File: config.mk
export PLATFORM = sky130hd
export DESIGN_NAME = lock_loss_monitor
export DESIGN_NICKNAME = d
export VERILOG_FILES = /design/src/rtl/reset_mon_pkg.sv /design/src/rtl/sync2.sv /design/src/rtl/lock_loss_monitor.sv
export SDC_FILE = /design/constraint.sdc
export NUM_CORES = 1
export LEC_CHECK = 0
export CAP_MARGIN = 25
export CORE_AREA = 2 2 52 103
export CTS_CLUSTER_SIZE = 20
export DETAILED_ROUTE_END_ITERATION = 6
export DIE_AREA = 0 0 54 105
export PLACE_DENSITY = 0.83
export SYNTH_ARGS = -nofsm -noshare
export SYNTH_HDL_FRONTEND = slang
export SYNTH_SLANG_ARGS = --single-unit
File: constraint.sdc
create_clock -name CLK -period 4.4 [get_ports CLK]
set_clock_uncertainty 0.2 [all_clocks]
set_input_delay 0.88 -clock CLK [delete_from_list [all_inputs] [get_ports CLK]]
set_output_delay 0.88 -clock CLK [all_outputs]
set_load 0.02 [all_outputs]
File: src/rtl/reset_mon_pkg.sv
// Shared definitions for the lock-loss monitor: FSM state encodings,
// LOSS_SRC bit positions and the loss-counter width.
package reset_mon_pkg;

  localparam int CNT_W    = 8;
  localparam int N_SRC    = 3;
  localparam int SRC_DAQ  = 0;
  localparam int SRC_TRG  = 1;
  localparam int SRC_QPLL = 2;

  typedef enum logic [2:0] {
    ST_DISARMED = 3'd0,
    ST_ARMED    = 3'd1,
    ST_QUAL     = 3'd2,
    ST_RESTART  = 3'd3,
    ST_HOLDOFF  = 3'd4
  } mon_state_e;

  // Saturating increment used by the per-source loss counters.
  function automatic logic [CNT_W-1:0] sat_inc(input logic [CNT_W-1:0] v);
    return (v == {CNT_W{1'b1}}) ? v : v + 1'b1;
  endfunction

endpackage

File: src/rtl/sync2.sv
// Generic two-flop synchronizer; both flops reset to 0 so an input reads
// as "unlocked" until it has been sampled twice after reset release.
module sync2 (
  input  logic i_clk,
  input  logic i_rst_n,
  input  logic i_d,
  output logic o_q
);

  logic r_meta;
  logic r_sync;

  always_ff @(posedge i_clk or negedge i_rst_n) begin
    if (!i_rst_n) begin
      r_meta <= 1'b0;
      r_sync <= 1'b0;
    end else begin
      r_meta <= i_d;
      r_sync <= r_meta;
    end
  end

  assign o_q = r_sync;

endmodule

File: src/rtl/lock_loss_monitor.sv
// Qualifies persistent MMCM/QPLL lock loss into a stretched restart request.
// Define QPLL_MON_EN to include QPLL_LOCK in qualification and counting.
module lock_loss_monitor
  import reset_mon_pkg::*;
#(
  parameter logic [7:0]  DEB_CNT = 8'd100,
  parameter logic [3:0]  RST_PW  = 4'd15,
  parameter logic [15:0] HOLDOFF = 16'hFFFF
) (
  input  logic             CLK,
  input  logic             EOS,
  input  logic             RUN,
  input  logic             DAQ_MMCM_LOCK,
  input  logic             TRG_MMCM_LOCK,
  input  logic             QPLL_LOCK,
  input  logic             CNT_CLR,
  output logic             RESTART_REQ,
  output logic [2:0]       LOSS_SRC,
  output logic [CNT_W-1:0] DAQ_LOSS_CNT,
  output logic [CNT_W-1:0] TRG_LOSS_CNT,
  output logic [CNT_W-1:0] QPLL_LOSS_CNT,
  output logic [2:0]       MON_STATE
);

  logic [N_SRC-1:0] w_lock_sync;
  logic [N_SRC-1:0] w_mask;
  logic [N_SRC-1:0] w_lost;

  mon_state_e       r_state;
  mon_state_e       w_state_nxt;
  logic [7:0]       r_deb_cnt;
  logic [3:0]       r_pw_cnt;
  logic [15:0]      r_ho_cnt;
  logic             r_restart_req;
  logic [N_SRC-1:0] r_loss_src;
  logic [CNT_W-1:0] r_daq_cnt;
  logic [CNT_W-1:0] r_trg_cnt;
  logic             w_qualify;
  logic             w_deb_inc;

  sync2 u_sync_daq (
    .i_clk   (CLK),
    .i_rst_n (EOS),
    .i_d     (DAQ_MMCM_LOCK),
    .o_q     (w_lock_sync[SRC_DAQ])
  );

  sync2 u_sync_trg (
    .i_clk   (CLK),
    .i_rst_n (EOS),
    .i_d     (TRG_MMCM_LOCK),
    .o_q     (w_lock_sync[SRC_TRG])
  );

`ifdef QPLL_MON_EN
  logic [CNT_W-1:0] r_qpll_cnt;

  sync2 u_sync_qpll (
    .i_clk   (CLK),
    .i_rst_n (EOS),
    .i_d     (QPLL_LOCK),
    .o_q     (w_lock_sync[SRC_QPLL])
  );

  assign w_mask = 3'b111;

  always_ff @(posedge CLK or negedge EOS) begin
    if (!EOS) begin
      r_qpll_cnt <= '0;
    end else if (CNT_CLR) begin
      r_qpll_cnt <= '0;
    end else if (w_qualify && w_lost[SRC_QPLL]) begin
      r_qpll_cnt <= sat_inc(r_qpll_cnt);
    end
  end

  assign QPLL_LOSS_CNT = r_qpll_cnt;
`else
  // QPLL is not monitored in this build; its lock input is deliberately dropped.
  logic w_unused_qpll;
  assign w_unused_qpll            = QPLL_LOCK;
  assign w_lock_sync[SRC_QPLL]    = 1'b1;
  assign w_mask                   = 3'b011;
  assign QPLL_LOSS_CNT            = '0;
`endif

  assign w_lost = ~w_lock_sync & w_mask;

  always_ff @(posedge CLK or negedge EOS) begin
    if (!EOS) begin
      r_state <= ST_DISARMED;
    end else begin
      r_state <= w_state_nxt;
    end
  end

  // RESTART ignores RUN so a started pulse always reaches the reset manager in full.
  always_comb begin
    w_state_nxt = r_state;
    w_qualify   = 1'b0;
    w_deb_inc   = 1'b0;
    case (r_state)
      ST_DISARMED: begin
        if (RUN && !(|w_lost)) w_state_nxt = ST_ARMED;
      end
      ST_ARMED: begin
        if (!RUN)           w_state_nxt = ST_DISARMED;
        else if (|w_lost)   w_state_nxt = ST_QUAL;
      end
      ST_QUAL: begin
        if (!RUN) begin
          w_state_nxt = ST_DISARMED;
        end else if (!(|w_lost)) begin
          w_state_nxt = ST_ARMED;
        end else if (r_deb_cnt == DEB_CNT - 8'd1) begin
          w_state_nxt = ST_RESTART;
          w_qualify   = 1'b1;
        end else begin
          w_deb_inc   = 1'b1;
        end
      end
      ST_RESTART: begin
        if (r_pw_cnt == RST_PW - 4'd1) w_state_nxt = ST_HOLDOFF;
      end
      ST_HOLDOFF: begin
        if (!RUN)                                           w_state_nxt = ST_DISARMED;
        else if ((17'(r_ho_cnt) + 17'd1) >= 17'(HOLDOFF))   w_state_nxt = ST_DISARMED;
      end
      default: w_state_nxt = ST_DISARMED;
    endcase
  end

  always_ff @(posedge CLK or negedge EOS) begin
    if (!EOS) begin
      r_deb_cnt     <= '0;
      r_pw_cnt      <= '0;
      r_ho_cnt      <= '0;
      r_restart_req <= 1'b0;
      r_loss_src    <= '0;
    end else begin
      r_deb_cnt     <= w_deb_inc ? r_deb_cnt + 8'd1 : 8'd0;
      r_pw_cnt      <= (r_state == ST_RESTART) ? r_pw_cnt + 4'd1 : 4'd0;
      r_ho_cnt      <= (r_state == ST_HOLDOFF) ? r_ho_cnt + 16'd1 : 16'd0;
      r_restart_req <= (w_state_nxt == ST_RESTART);
      if (w_qualify) r_loss_src <= w_lost;
    end
  end

  always_ff @(posedge CLK or negedge EOS) begin
    if (!EOS) begin
      r_daq_cnt <= '0;
      r_trg_cnt <= '0;
    end else if (CNT_CLR) begin
      r_daq_cnt <= '0;
      r_trg_cnt <= '0;
    end else if (w_qualify) begin
      if (w_lost[SRC_DAQ]) r_daq_cnt <= sat_inc(r_daq_cnt);
      if (w_lost[SRC_TRG]) r_trg_cnt <= sat_inc(r_trg_cnt);
    end
  end

  assign RESTART_REQ  = r_restart_req;
  assign LOSS_SRC     = r_loss_src;
  assign DAQ_LOSS_CNT = r_daq_cnt;
  assign TRG_LOSS_CNT = r_trg_cnt;
  assign MON_STATE    = r_state;

endmodule

# Yosys cells after proc, flatten, opt, wreduce, memory -nomap -nowiden
# Cells that the tools add are included.
# word_totals
output_inout_bits	31
elab_cells	69
register_bits	54
input_bits	7
# classes
n_lt_le_gt_ge	1
muxes	29
eq_ne	11
add_sub_neg	6
bitwise	1
n_reduce_logical	9
# op_table
op	count
$mux 8	9
$mux 3	9
$add 8x1->8 const B	3
$add 16x1->17 const B	1
$ge 17x16->1 const B	1
$add 16x1->16 const B	1
$eq 8x8->1 const B	2
$mux 16	1
$pmux 3 s5	1
$eq 3x2->1 const B	3
$eq 8x7->1 const B	1
$mux 1	8
$reduce_and 3->1	2
$reduce_bool 2->1	3
$add 4x1->4 const B	1
$eq 4x4->1 const B	1
$mux 4	1
$ne 2x2->1 const B	2
$eq 3x1->1 const B	1
$eq 3x3->1 const B	1
$logic_not 3->1	1
$not 2->2	1
$reduce_or 2->1	1
$logic_and 1x1->1	1
$logic_not 1->1	1

# Depth between registers and ports, before layout
# Gate-level depths: netlist of run 1.
# depth
word_depth	7
mapped_depth	7
ltp_nobuf	6

# Modules after synthesis
# Synthesis of run 1 repeated with hierarchy kept, for this count alone.
# unflattened
cells_unflattened	294
area_unflattened_um2	2907.8
# modules_own_cells
mod	cells_each	n_inst	seq_area_each_um2	area_each_um2
lock_loss_monitor	290	1	1251.2	2807.7
sync2	2	2	50.0	50.0

# Worst setup path after synthesis of run 1
# OpenSTA, ideal clock, no wires.
# synth_path
kind	input to register
start	input RUN
end	register r_daq_cnt[6], in the netlist DAQ_LOSS_CNT[6]
t_required_ns	4.075
setup_ns	0.125
path_buffers	1
setup_slack_ns	2.024
stages	6
arrival_ns	2.051
path_cell_list	and4bb_1 -> and2_4 -> nand4b_2 -> buf_6 -> nor4_1 -> mux2_2
# synth_between
elab_chain_cells	4
# synth_lines
item	line	source
start: declaration	lock_loss_monitor.sv:12	input logic RUN,
$mux 1	lock_loss_monitor.sv:111	if (!RUN) begin
$mux 1	lock_loss_monitor.sv:102	case (r_state)
$reduce_bool 2->1 (no source line)	-	
$reduce_and 3->1 (no source line)	-	
end signal: assignment	lock_loss_monitor.sv:157	if (w_lost[SRC_DAQ]) r_daq_cnt <= sat_inc(r_daq_cnt);
end: declaration	lock_loss_monitor.sv:36	logic [CNT_W-1:0] r_daq_cnt;
# No other way between the ends.
# A chain may end at the register's enable or synchronous reset.

# Worst setup path in the final report of run 1
# layout_path
start	input RUN
end	register r_trg_cnt[7], in the netlist TRG_LOSS_CNT[7]
# layout_between
elab_chain_cells	4
# layout_lines
item	line	source
$mux 1	lock_loss_monitor.sv:111	
$mux 1	lock_loss_monitor.sv:102	
$reduce_bool 2->1 (no source line)	-	
$reduce_and 3->1 (no source line)	-	
end signal: assignment	lock_loss_monitor.sv:158	if (w_lost[SRC_TRG]) r_trg_cnt <= sat_inc(r_trg_cnt);
end: declaration	lock_loss_monitor.sv:37	logic [CNT_W-1:0] r_trg_cnt;
# No other way between the ends.

==> results.ini, run 1 <==
[outcome]
status=finished clean

[route]
route.vias.total=2197
drtIter0Drc=53
wl_per_cell_um=14.7
drc=0
finalWirelength_um=5520
via_per_inst=5.86
firstDrtPassIters=4
ant_nets=0

[synthesis]
yosysUniqueCellTypes=47
syn_inst=291
yosys_warnings=0
avgSynthCellArea_um2=9.62
yosysTopAreaCell=dfrtp_1
ys_top_cells_by_area=dfrtp_1 (48%), nor2_1 (5.9%), xor2_1 (4.1%)
yosysSeqAreaShare_pct=48.3
synth_top_area_share_pct=48.3
synth_edf_count=0
ys.flop_type=dfrtp_1
synth-seq-cells=54
synthArstFlopShare_pct=100
netlist_area_um2=2800

[setup_path]
worstPathRequired_ps=4420
cp.arrival_ps=3060
crit_chain=clkdlybuf4s50_1 > and4bb_1 > and2_4 > nand4b_1 > or4_1 > a21oi_1
critPathCaptureType=flop
critical-path-max-stage-delay_ps=650
crit_path_start_kind=primary input
crit_type=in -> reg
path_max_fanout=14
crit_slowest_cell=or4_1

[pwr]
ir_drop_mv=0.238
p_per_area_nw_per_um2=272
leakage_nw=1.32

[die]
fp.dieH_um=105
core_um2=4860
design.die.area_um2=5670
initial_core_util_pct=57.5
ios=38
num_rows=36
die_w_um=54

[finish]
multi_input_area_um2=1320
nNetsFinal=331
drive_gt1_share_pct=5.97
antenna_cells=0
final_cells=375
area_delta_synth_final_pct=13.4
final_common_cell=dfrtp_1
layout_common_cells=dfrtp_1 (54), nor2_1 (44), clkdlybuf4s50_1 (26)
finalCoreUtilization_pct=65.2
n_fill_cell=389
regArea_um2=1350

[global_routing]
grt_max_degree=30
gr-usage-all-layers_pct=22.2
grt_pass1_vias=2235
grt_pass1_wl_um=9600
antenna_found_initial=0
grt_remaining_overflow=0

[clocking]
cts_hold_buffers=0
cts_resized=0
clock_path_buffers=2
cts_buffers=5
cts_tree=done
post_cts_buffers=0
cts_root_buf=clkbuf_8
insertion_delay_ps=310
cts.clk_slew.worst_paths_ps=100
cts_sinks=54
ctsHtreeMaxLevel=2

[sta]
max-slew-margin-rel_pct=55.9
clock.fmax_mhz=329
hold_viol_final=0
report.final.slew_viol_count=0
setup_viol=0
fin_crit_sh_pct=69.0
tightestPinTransition_ps=660
period_minus_slack_ps=3040
rsz0062_at_grt=false
tns_ps=0

[place]
dp.cells=367
numPortBuffers=27
dp_hpwl_um=4170
gp_congestion=0.938

[worst_hold_path]
hold_class=reg -> reg

[job]
max_cap_violations=0

-- synth_stat cells, drive strengths merged (2+ instances only) --
library cell  instances
and3                  4
ha                    7
mux2i                 2
or4                   7
and2                  3
a2111oi               2
nand4                 5
nand3                15
nand2                25
nor4                  5
nor2                 44
or2                   4
buf                  13
o21ai                10
or3                   5
a31oi                 2
clkbuf                4
xnor2                12
nand4b                3
a41oi                 2
and4                  2
dfrtp                54
o31ai                 9
xor2                 13
inv                  13
a21oi                13
-- area by class of cell --
cell class | instances | share of cell area, %
flip-flops and latches | 54 | 42.6
multi-input cells | 215 | 41.6
inverters | 13 | 1.54
clock inverters | 3 | 1.26
repair buffers | 28 | 8.60
clock buffers | 5 | 2.17
well taps | 57 | 2.25
-- state kept, by name, summed over array words and instances, names as in the netlist --
register           flops
DAQ_LOSS_CNT           8
LOSS_SRC               2
MON_STATE              3
RESTART_REQ            1
TRG_LOSS_CNT           8
r_deb_cnt              8
r_ho_cnt              16
r_pw_cnt               4
u_sync_daq.o_q         1
u_sync_daq.r_meta      1
u_sync_trg.o_q         1
u_sync_trg.r_meta      1
-- cell families after synthesis --
| kind of cell | Yosys count | share of synthesized area [%] |
|---|---|---|
| simple gates | 128 | 24.2 |
| flops | 54 | 48.3 |
| compound gates | 43 | 9.66 |
| buf+inv | 30 | 5.63 |
| xor+xnor | 25 | 7.82 |
| fa+ha+maj | 7 | 3.13 |
| mux | 3 | 1.12 |
| other cells | 1 | 0.134 |
-- per-stage QoR --
step | setup WS, ps | area, um^2 | hold slack [ps] | power, mW
2_1_floorplan | 2020 | 2830 | 131 | 0.534
3_3_place_gp | 1100 | 3060 | 148 | 0.547
3_5_place_dp | 1060 | 3060 | 146 | 0.548
4_1_cts | 1380 | 3170 | 161 | 0.871
5_1_grt | 1200 | 3170 | 171 | 0.896
6_report | 1360 | 3170 | 155 | 0.862
-- path summary, 6_finish.rpt --
path	start	endpoint	slack (ps)	cells after the start
max	RUN	TRG_LOSS_CNT[7]$_DFFE_PN0P_	1360	6
max reg2reg	r_deb_cnt[0]$_DFF_PN0_	TRG_LOSS_CNT[7]$_DFFE_PN0P_	1850	6
max in group asynchronous	EOS	u_sync_daq.o_q$_DFF_PN0_	2860	2
min in group asynchronous	EOS	TRG_LOSS_CNT[6]$_DFFE_PN0P_	350	1
min	u_sync_trg.r_meta$_DFF_PN0_	u_sync_trg.o_q$_DFF_PN0_	160	0
min reg2reg	u_sync_trg.r_meta$_DFF_PN0_	u_sync_trg.o_q$_DFF_PN0_	160	0
-- power breakdown --
| group | switching (mW) | internal [mW] | total [mW] |
|---|---|---|---|
| Combinational | 0.0250 | 0.00922 | 0.0342 |
| Clock | 0.158 | 0.168 | 0.325 |
| Sequential | 0.00359 | 0.499 | 0.503 |
| Total | 0.186 | 0.676 | 0.862 |
-- metal layers --
layer	vias to the layer above	track usage (%)	wire, um
li1	1051	-	-
met1	1058	24.1	2040
met2	71	39.2	3150
met3	17	3.86	202
met4	0	10.2	129
met5	-	0	0
-- worst max-delay path: cells and delay by family --
kind	cells	cell delay, ps
AOI/OAI and AO/OA	1	150
and+or+nand+nor	4	1490
buffers and inverters	1	550
Power figures use the tool's default switching activity.
==> run 2: changes to the inputs <==
CORE_AREA = 2 2 57 112   (was 2 2 52 103)
DIE_AREA = 0 0 59 114   (was 0 0 54 105)
PLACE_DENSITY = 0.73   (was 0.83)
clock period = 2.7 ns   (was 4.4 ns; I/O delays follow)
==> results.ini, run 2 (synthesis results as in run 1) <==
[global_routing]
antenna_found_initial=0
grt_pass1_vias=2107
gr-usage-all-layers_pct=17.4
grt_pass1_wl_um=9270
grt_remaining_overflow=0
grt_max_degree=29

[die]
design.die.area_um2=6730
num_rows=40
core_um2=5910
die_w_um=59
fp.dieH_um=114
ios=38
initial_core_util_pct=47.4

[sta]
tightestPinTransition_ps=659
hold_slack_ps=76.3
setup_viol=0
period_minus_slack_ps=2480
clock.fmax_mhz=403
rsz0062_at_grt=false
max-slew-margin-rel_pct=56.0
report.final.slew_viol_count=0
hold_viol_final=0
fin_crit_sh_pct=92.0
tns_ps=0

[route]
drtIter0Drc=110
wl_per_cell_um=13.7
ant_nets=0
via_per_inst=5.56
finalWirelength_um=5290
drc=0
firstDrtPassIters=4
route.vias.total=2139

[setup_path]
crit_slowest_cell=a2111oi_0
worstPathRequired_ps=2640
path_max_fanout=7
crit_chain=ha_1 > nand4_1 > or2_2 > a2bb2oi_1 > a2111oi_0 > a41oi_1
crit_path_start_kind=flop
crit_buf_inv=0
crit_type=reg -> reg
reg2reg_from=r_ho_cnt[0]$_DFF_PN0_
critical-path-max-stage-delay_ps=500
cp.arrival_ps=2420
critPathCaptureType=flop
crit_start=r_ho_cnt[0]$_DFF_PN0_
cp_top_family=compound AO/OA/AOI/OAI gates

[worst_hold_path]
hold_class=in -> async

[clocking]
post_cts_buffers=0
cts_tree=done
cts.clk_slew.worst_paths_ps=70
cts_sinks=54
ctsHtreeMaxLevel=2
clock_path_buffers=2
insertion_delay_ps=290
cts_hold_buffers=0
cts_root_buf=clkbuf_16
cts_resized=0
cts_buffers=5

[finish]
antenna_cells=0
final_common_cell=dfrtp_1
area_delta_synth_final_pct=16.4
layout_common_cells=dfrtp_1 (54), nor2_1 (44), clkdlybuf4s50_1 (26)
nNetsFinal=335
regMostFlops=r_ho_cnt
final_cells=385
design_area_um2=3260
drive_gt1_share_pct=7.14
largest_reg_flops=16
n_fill_cell=543

[pwr]
fin_total_pwr_mw=1.50
p_per_area_nw_per_um2=462
ir_drop_mv=0.316
leakage_nw=1.35

[place]
place_area_um2=3110
dp_hpwl_um=3770
dp.cells=377
gp_congestion=0.858
numPortBuffers=27

[outcome]
status=finished clean

[job]
max_cap_violations=0

run 2: final timing paths:
path                            cells after the start                           to  slack (ps)
worst min-delay path                                1       r_deb_cnt[6]$_DFF_PN0_          80
worst max-delay path                                6       MON_STATE[2]$_DFF_PN0_         220
worst max register to register                      6       MON_STATE[2]$_DFF_PN0_         220
max in group asynchronous                           2  TRG_LOSS_CNT[4]$_DFFE_PN0P_        1650
worst min register to register                      0     u_sync_trg.o_q$_DFF_PN0_         160
min in group CLK                                    0     u_sync_trg.o_q$_DFF_PN0_         160
run 2: routing by layer:
layer  vias to the layer above  GRT usage [%]  part of all wire, %
met5                         -              0                    0
met4                         0           6.21                 0.98
met3                         5           2.38                  2.9
met2                        44           28.5                   51
met1                      1033           23.3                   45
li1                       1057              -                    -
run 2: where the power goes:
part / switching, mW / internal (mW) / leakage [nW]
Clock: 0.280 / 0.344 / 0.0740
Combinational: 0.0414 / 0.0189 / 0.536
Sequential: 0.00567 / 0.814 / 0.744
Total: 0.327 / 1.18 / 1.35
run 2: metrics by stage:
| step | util (%) | setup WS [ps] |
|---|---|---|
| floorplan | - | 575 |
| global placement | 52.7 | 65.4 |
| detailed placement | 52.7 | 38.8 |
| CTS | 55.2 | 224 |
| global route | 55.2 | 20.9 |
| finish | 55.2 | 216 |
run 2: final cells by class:
class	count	area, um^2	share of cell area [%]
clock buffer	5	125	3.84
clock inverter	3	18.8	0.576
inverter	13	48.8	1.50
multi-input combinational	215	1320	40.5
sequential	54	1350	41.5
tap	63	78.8	2.42
timing repair buffer	32	315	9.68
==> run 3: changes to the inputs <==
--- a/config.mk
+++ b/config.mk
@@ -7,9 +7,10 @@
 export LEC_CHECK = 0
 export CAP_MARGIN = 25
-export CORE_AREA = 2 2 57 112
+export CORE_AREA = 2 2 59 117
+export CTS_BUF_LIST = sky130_fd_sc_hd__clkbuf_16
 export CTS_CLUSTER_SIZE = 20
 export DETAILED_ROUTE_END_ITERATION = 6
-export DIE_AREA = 0 0 59 114
-export PLACE_DENSITY = 0.73
+export DIE_AREA = 0 0 61 119
+export PLACE_DENSITY = 0.69
 export SYNTH_ARGS = -nofsm -noshare
 export SYNTH_HDL_FRONTEND = slang
==> constraint.sdc (replaced) <==
create_clock -name CLK -period 2.7 [get_ports CLK]
set_clock_uncertainty 0.2 [all_clocks]
set_input_delay 0.54 -clock CLK [delete_from_list [all_inputs] [get_ports CLK]]
set_output_delay 0.54 -clock CLK [all_outputs]
set_load 0.01 [all_outputs]
==> results.ini, run 3 (synthesis results as in run 1) <==
[outcome]
status=finished clean

[route]
finalWirelength_um=5470
route.vias.total=2147
wl_per_cell_um=13.3
firstDrtPassIters=4
drtIter0Drc=106
via_per_inst=5.24
ant_nets=0
drc=0

[die]
die_w_um=61
design.die.area_um2=7260
fp.dieH_um=119
core_um2=6460
num_rows=42
initial_core_util_pct=43.3
ios=38

[pwr]
intPower_mw=1.16
combPwrFrac_pct=3.5
ir_drop_mv=0.292
clock_power_share_pct=40.4
leakage_nw=1.35
fin_total_pwr_mw=1.46
switching_share_pct=20.5
switchingPower_mw=0.300
pwr-share-seq_pct=56.0
p_per_area_nw_per_um2=447

[setup_path]
crit_slowest_cell=a2111oi_0
cp_top_family=compound AO/OA/AOI/OAI gates
worstPathRequired_ps=2640
path_max_fanout=7
critical-path-max-stage-delay_ps=480
crit_cells=6
cp.arrival_ps=2400
crit_type=reg -> reg
critPathCaptureType=flop
crit_path_start_kind=flop
reg2regPathDepth=6
crit_chain=ha_1 > nand4_1 > or2_2 > a2bb2oi_1 > a2111oi_0 > a41oi_1
crit_buf_inv=0

[worst_hold_path]
hold_class=reg -> reg
min_path_cells=0

[sta]
rsz0062_at_grt=false
final.setup.worst_slack_ps=240
max-slew-margin-rel_pct=55.5
tightestPinTransition_ps=667
clock.fmax_mhz=407
fin_crit_sh_pct=91.1
report.final.slew_viol_count=0
tns_ps=0
hold_slack_ps=164
hold_viol_final=0
period_minus_slack_ps=2460
setup_viol=0

[global_routing]
grt_pass1_wl_um=9470
grt_max_degree=55
gr-usage-all-layers_pct=16.7
grt_remaining_overflow=0
grt_pass1_vias=2116
antenna_found_initial=0

[place]
numPortBuffers=27
dp.cells=403
gp_congestion=0.800
pre_cts_slack_ps=-10.5
dp_hpwl_um=3860

[clocking]
cts_sinks=54
cts_tree=done
cts.clk_slew.worst_paths_ps=60
cts_hold_buffers=0
clock_path_buffers=2
cts_root_buf=clkbuf_16
cts_resized=0
post_cts_buffers=0
ctsHtreeMaxLevel=2
insertion_delay_ps=280
cts_buffers=5

[job]
max_cap_violations=0

[finish]
area_delta_synth_final_pct=16.9
final_cells=410
largest_reg_flops=16
regMostFlops=r_ho_cnt
layout_common_cells=dfrtp_1 (54), nor2_1 (44), clkdlybuf4s50_1 (26)
final_common_cell=dfrtp_1
antenna_cells=0
drive_gt1_share_pct=6.52
nNetsFinal=336

## run 3: changes by cell type in the layout (fill, tap and decap cells not counted)
cell,previous run,this run
buf_4,4,6
inv_1,13,15
clkinv_2,2,0
buf_12,1,0
inv_6,1,0
## run 3: per-stage QoR
step / instance area (um^2) / utilization, %
after floorplan: 2830 / -
after global placement: 3140 / 48.6
after detailed placement: 3140 / 48.6
after CTS: 3270 / 50.6
after global routing: 3270 / 50.6
final: 3270 / 50.6
## run 3: worst register-to-register path: cells and delay by family, from the launching register on
| kind | cells | cell delay (ps) |
|---|---|---|
| compound gates | 3 | 820 |
| simple gates | 2 | 580 |
| flops | 1 | 450 |
| fa+ha+maj | 1 | 270 |
## run 3: final cells by class
class                           instances  area, um^2
Multi-Input combinational cell        215        1320
Timing Repair Buffer                   33         310
Inverter                               13        48.8
Tap cell                               88         110
Clock inverter                          2        7.51
Fill cell                             603        3190
Clock buffer                            5         125
Sequential cell                        54        1350
## run 3: metal layers
metal | vias to the layer above | part of all wire (%) | track usage [%]
met4 | 0 | 0.73 | 4.48
met3 | 2 | 3.4 | 3.04
li1 | 1057 | - | -
met2 | 39 | 51 | 27.1
met1 | 1049 | 45 | 22.3
met5 | - | 0 | 0
## run 3: path summary, 6_finish.rpt
check                                             from                  endpoint  slack (ps)
max in group asynchronous                          EOS     r_ho_cnt[4]$_DFF_PN0_        1680
min in group asynchronous                          EOS    r_deb_cnt[5]$_DFF_PN0_         180
hold / removal             u_sync_daq.r_meta$_DFF_PN0_  u_sync_daq.o_q$_DFF_PN0_         160
hold reg to reg            u_sync_daq.r_meta$_DFF_PN0_  u_sync_daq.o_q$_DFF_PN0_         160
setup reg to reg                 r_ho_cnt[0]$_DFF_PN0_    MON_STATE[2]$_DFF_PN0_         240
setup / recovery                 r_ho_cnt[0]$_DFF_PN0_    MON_STATE[2]$_DFF_PN0_         240
## run 3: power groups by stage
stage | clock network [mW] | registers (mW) | logic, mW
4_1_cts | 0.616 | 0.820 | 0.0531
3_5_place_dp | 0 | 0.835 | 0.0526
2_1_floorplan | 0 | 0.835 | 0.0280
3_3_place_gp | 0 | 0.835 | 0.0514
5_1_grt | 0.648 | 0.820 | 0.0589
6_report | 0.592 | 0.820 | 0.0515
